File: src/rtl/alu_flag_branch_unit.sv
// alu_flag_branch_unit
// Buffers ALU results in a 2-entry in-order writeback FIFO, tracks the
// committed {carry, zero, sign} flags, and resolves conditional branches
// against those flags with a two-state branch FSM.
module alu_flag_branch_unit (
    input  logic        clk,
    input  logic        reset,
    input  logic        res_valid,
    output logic        res_ready,
    input  logic [3:0]  res_op,
    input  logic [31:0] res_data,
    input  logic        res_carry,
    input  logic        res_zero,
    input  logic        res_sign,
    output logic        wb_valid,
    input  logic        wb_ready,
    output logic [31:0] wb_data,
    output logic [2:0]  flags,
    input  logic        br_valid,
    output logic        br_ready,
    input  logic [2:0]  br_cond,
    input  logic [31:0] br_target,
    output logic        branch_done,
    output logic        take_branch,
    output logic [31:0] branch_pc,
    output logic        err_op
);

    typedef enum logic {
        B_IDLE,
        B_RESOLVE
    } bstate_t;

    bstate_t     state;
    logic [31:0] mem [2];
    logic        wr_ptr;
    logic        rd_ptr;
    logic [1:0]  count;
    logic        carry_q;
    logic        zero_q;
    logic        sign_q;
    logic [2:0]  cond_q;
    logic [31:0] target_q;
    logic        res_acc;
    logic        res_legal;
    logic        push;
    logic        pop;
    logic        cond_met;

    // Handshakes and FIFO head; ready outputs are forced low while reset is held
    always_comb begin
        res_ready = reset & (count != 2'd2);
        wb_valid  = (count != 2'd0);
        wb_data   = wb_valid ? mem[rd_ptr] : '0;
        res_acc   = res_valid & res_ready;
        res_legal = (res_op <= 4'd8);
        push      = res_acc & res_legal;
        pop       = wb_valid & wb_ready;
    end

    // Writeback FIFO storage, pointers and occupancy
    always_ff @(posedge clk or negedge reset) begin
        if (!reset) begin
            mem[0] <= '0;
            mem[1] <= '0;
            wr_ptr <= 1'b0;
            rd_ptr <= 1'b0;
            count  <= '0;
        end else begin
            if (push) begin
                mem[wr_ptr] <= res_data;
                wr_ptr      <= ~wr_ptr;
            end
            if (pop) begin
                rd_ptr <= ~rd_ptr;
            end
            count <= count + {1'b0, push} - {1'b0, pop};
        end
    end

    // Committed flags; carry only follows add and 2's complement; illegal ops flag err_op
    always_ff @(posedge clk or negedge reset) begin
        if (!reset) begin
            carry_q <= 1'b0;
            zero_q  <= 1'b0;
            sign_q  <= 1'b0;
            err_op  <= 1'b0;
        end else begin
            err_op <= res_acc & ~res_legal;
            if (push) begin
                zero_q <= res_zero;
                sign_q <= res_sign;
                if (res_op == 4'd0 || res_op == 4'd3) begin
                    carry_q <= res_carry;
                end
            end
        end
    end

    // Branch FSM: latch the request, resolve one cycle later
    always_ff @(posedge clk or negedge reset) begin
        if (!reset) begin
            state    <= B_IDLE;
            cond_q   <= '0;
            target_q <= '0;
        end else begin
            case (state)
                B_IDLE: begin
                    if (br_valid) begin
                        cond_q   <= br_cond;
                        target_q <= br_target;
                        state    <= B_RESOLVE;
                    end
                end
                default: begin
                    state <= B_IDLE;
                end
            endcase
        end
    end

    // Decision reads the flag registers during B_RESOLVE, which already hold
    // any update from a result accepted alongside the branch request
    always_comb begin
        cond_met = 1'b0;
        case (cond_q)
            3'b000:  cond_met = 1'b1;
            3'b001:  cond_met = zero_q;
            3'b010:  cond_met = ~zero_q;
            3'b011:  cond_met = carry_q;
            3'b100:  cond_met = ~carry_q;
            3'b101:  cond_met = sign_q;
            3'b110:  cond_met = ~sign_q;
            default: cond_met = 1'b0;
        endcase
        br_ready    = reset & (state == B_IDLE);
        branch_done = (state == B_RESOLVE);
        take_branch = branch_done & cond_met;
        branch_pc   = branch_done ? target_q : '0;
        flags       = {carry_q, zero_q, sign_q};
    end

endmodule

File: config.mk
export PLATFORM = sky130hd
export DESIGN_NAME = alu_flag_branch_unit
export DESIGN_NICKNAME = d
export VERILOG_FILES = /design/src/rtl/alu_flag_branch_unit.sv
export SDC_FILE = /design/constraint.sdc
export NUM_CORES = 1
export LEC_CHECK = 0
export CAP_MARGIN = 20
export CORE_MARGIN = 3
export CORE_UTILIZATION = 50
export DETAILED_ROUTE_END_ITERATION = 16
export PLACE_DENSITY = 0.93
export SYNTH_ARGS = -nofsm -noshare
export SYNTH_HDL_FRONTEND = slang
export SYNTH_SLANG_ARGS = --single-unit
File: constraint.sdc
create_clock -name clk -period 3.3 [get_ports clk]
set_clock_uncertainty 0.2 [all_clocks]
set_input_delay 0.495 -clock clk [delete_from_list [all_inputs] [get_ports clk]]
set_output_delay 0.495 -clock clk [all_outputs]
set_load 0.02 [all_outputs]
==> flow_metrics.env <==
export IMPL_slew_viol_final=0
export IMPL_ff2ff_setup_slack_ns=1.11
export IMPL_yosysSeqAreaShare=0.5547
export IMPL_initial_utilization=0.5199
export IMPL_antenna_found_initial=0
export IMPL_root_buffer="clkbuf_8"
export IMPL_netlist_instances=368
export IMPL_viasPerCell=5.080
export IMPL_clkLatencyLatePin_ns=0.36
export IMPL_finalHoldViolations=0
export IMPL_maxSlewHeadroom=0.4344
export IMPL_cts_buffers=9
export IMPL_min_path_cells=1
export IMPL_wirelength_um=11310
export IMPL_post_cts_setup_buffer_count=0
export IMPL_p_sw_frac=0.3553
export IMPL_drtIter0Drc=74
export IMPL_globalplace_congestion=0.7017
export IMPL_clkSinkCount=108
export IMPL_rsz0062_at_grt="false"
export IMPL_clockPowerShare=0.142
export IMPL_cts_tree="built"
export IMPL_crit_fanout=36
export IMPL_htreeDepth=3
export IMPL_nets=600
export IMPL_place_area_mm2=0.006500
export IMPL_worstSetupStartpointType="flip-flop"
export IMPL_die_area_mm2=0.01097
export IMPL_grt_pass1_wl_um=18510
export IMPL_fin_area_mm2=0.006704
export IMPL_dieWidth_um=104.7
export IMPL_crit_start="branch_done"
export IMPL_grt_pass1_vias=3758
export IMPL_dp_hpwl_um=8371
export IMPL_outcome="finished, final reports clean"
export IMPL_diodes=0
export IMPL_synth_seq_cells=108
export IMPL_drtAntennaViolNets=0
export IMPL_cap_violations=0
export IMPL_coreArea_mm2=0.009371
export IMPL_firstDrtPassIters=4
export IMPL_avgSynthCellArea_um2=13.24
export IMPL_setup_tns_final_ns=0
export IMPL_fin_cells=653
export IMPL_drc=0
export IMPL_fp_dieH_um=104.7
export IMPL_worstPathRequired_ns=2.60
export IMPL_ir_drop_mv=0.3790
export IMPL_vias=3317
export IMPL_clk_pin_slew_ns=0.09
export IMPL_endpoint="take_branch"
export IMPL_syn_area_mm2=0.004872
export IMPL_grt_overflow_total=0
export IMPL_clock_path_buffers=2
export IMPL_syn_nets=449
export IMPL_ys_types=27
export IMPL_powerDensity_mw_per_mm2=830.0
export IMPL_period_share=0.9148
export IMPL_utilization=0.7154
export IMPL_hold_buffers=1
export IMPL_p_switching_mw=1.977
export IMPL_p_seq_frac=0.389
export IMPL_reg2reg_from="branch_done"
export IMPL_worstSetupPathType="reg2out"
export IMPL_leakagePower_nw=2.872
export IMPL_cts_resized=0
export IMPL_routedWlPerCell_um=17.32
export IMPL_area_growth_pct=37.60
export IMPL_grt_total_usage=0.2107
export IMPL_combPwrFrac=0.469
export IMPL_ios=152
export IMPL_max_slew_worst_pin_slew_ns=0.8484
export IMPL_portBuffers=151
export IMPL_hold_class="reg2reg"
export IMPL_yosysWarnings=0
export IMPL_period_needed_ns=3.019
export IMPL_crit_path_end_kind="primary output"
export IMPL_max_freq_mhz=331.3
export IMPL_grt_max_degree=55
export IMPL_arrival_ns=2.32
export IMPL_r2r_cells=3
export IMPL_drive_above_1_share=0.2405
export IMPL_p_int_mw=3.587
export IMPL_row_count=35
export IMPL_placedCellCount=636
export IMPL_setup_viol=0
export IMPL_timing_rr_end="target_q[23]"
-- Yosys cell counts --
cell type	count	area, um^2
a221o_1	1	10.01
nor4_4	1	21.27
xor2_1	2	17.52
mux2_2	96	1081
nand2_1	4	15.01
mux2i_1	32	320.3
xnor2_1	3	26.28
o21ai_0	2	10.01
buf_6	3	33.78
nand4_1	2	12.51
o31ai_1	1	7.510
inv_1	6	22.52
dfrtp_1	108	2703
nor2_1	35	131.4
o31a_1	1	8.760
buf_2	9	45.04
ha_1	2	25.02
nand2b_1	2	12.51
clkbuf_1	8	30.03
buf_4	3	22.52
o22ai_1	1	6.260
and2_1	35	219.0
nor3_1	2	10.01
o221ai_1	1	8.760
nor2b_1	3	18.77
mux2_1	4	45.04
a221oi_1	1	8.760
-- cells by family (layout without fill, tap and decap cells) --
| family | count (synthesis) | after routing | synth area share |
|---|---|---|---|
| muxes | 132 | 132 | 0.2969 |
| DFF | 108 | 108 | 0.5547 |
| and+or+nand+nor | 84 | 84 | 0.09039 |
| buffers and inverters | 29 | 185 | 0.03159 |
| AOI/OAI and AO/OA | 8 | 8 | 0.01233 |
| xor gates and xnor gates | 5 | 5 | 0.008990 |
| adders and majority gates | 2 | 2 | 0.005135 |
-- critical path, cell delays in order, from the launching register on --
cell	delay (ns)
dfrtp_1	0.91
inv_1	0.10
a221oi_1	0.29
clkdlybuf4s50_1	0.67
-- state kept, by name (all words and copies together) (netlist names) --
register     flops
mem             64
target_q        32
cond_q           3
count            2
branch_done      1
carry_q          1
err_op           1
rd_ptr           1
sign_q           1
wr_ptr           1
zero_q           1
-- worst min-delay path by stage --
| stage | start | endpoint | slack, ns |
|---|---|---|---|
| after global routing | reset | err_op | 0.30 |
| after detailed placement | reset | target_q[18] | 0.11 |
| after floorplan | reset | branch_done | -0.0006 |
| after global placement | reset | target_q[18] | 0.11 |
| after CTS | reset | err_op | 0.30 |
| final | mem[31] | mem[31] | 0.30 |
-- power groups by stage --
stage	Sequential [mW]	Clock, mW	Combinational, mW
floorplan	2.04	0	1.64
global placement	2.14	0	2.57
detailed placement	2.20	0	2.64
CTS	2.17	0.808	2.65
global route	2.23	0.855	2.79
finish	2.16	0.790	2.61
-- cells in the final DEF, fill, tap and decap left out --
cell type        netlist  layout
mux2_1                 4       4
buf_4                  3      12
ha_1                   2       2
o21ai_0                2       2
clkbuf_1               8       2
nor4_4                 1       1
xor2_1                 2       2
clkdlybuf4s50_1        0     150
dfrtp_2                0       1
nor2b_1                3       2
and2_1                35      35
nor3_1                 2       2
nand2_1                4       4
clkinvlp_4             0       2
o31ai_1                1       1
a221oi_1               1       1
nor2_2                 0       1
inv_1                  6       6
nand2b_1               2       2
mux2_2                96      96
o22ai_1                1       1
nor2_1                35      34
dlygate4sd3_1          0       1
mux2i_1               32      32
o221ai_1               1       1
o31a_1                 1       1
nor2b_2                0       1
dfrtp_1              108     107
clkbuf_8               0       9
clkinv_4               0       2
nand4_1                2       2
xnor2_1                3       3
bufinv_16              0       1
a221o_1                1       1
-- metrics by stage --
stage	hold slack (ns)	worst slack (ns)	power (mW)
finish	0.2964	0.2811	5.564
global route	0.3042	0.1705	5.876
CTS	0.2983	0.2722	5.630
detailed placement	0.1126	0.5347	4.840
global placement	0.1101	0.6148	4.711
floorplan	-0.0005910	1.001	3.675
-- per-layer routing --
| metal | GRT usage | up-vias | wire [um] |
|---|---|---|---|
| met4 | 0.05342 | 0 | 99 |
| met1 | 0.2330 | 1631 | 4428 |
| met5 | 0 | - | 0 |
| li1 | - | 1553 | - |
| met2 | 0.3870 | 121 | 5807 |
| met3 | 0.07165 | 12 | 976 |
-- layout make-up --
class                   count  area (um^2)
multi-input cells         231         2021
clock inverters             5        62.56
inverters                   6        22.52
fillers                   647         2668
well taps                 129        161.4
flip-flops and latches    108         2704
clock buffers              11        131.4
repair buffers            163         1602
Note: power is estimated with default switching activity, not from simulation.
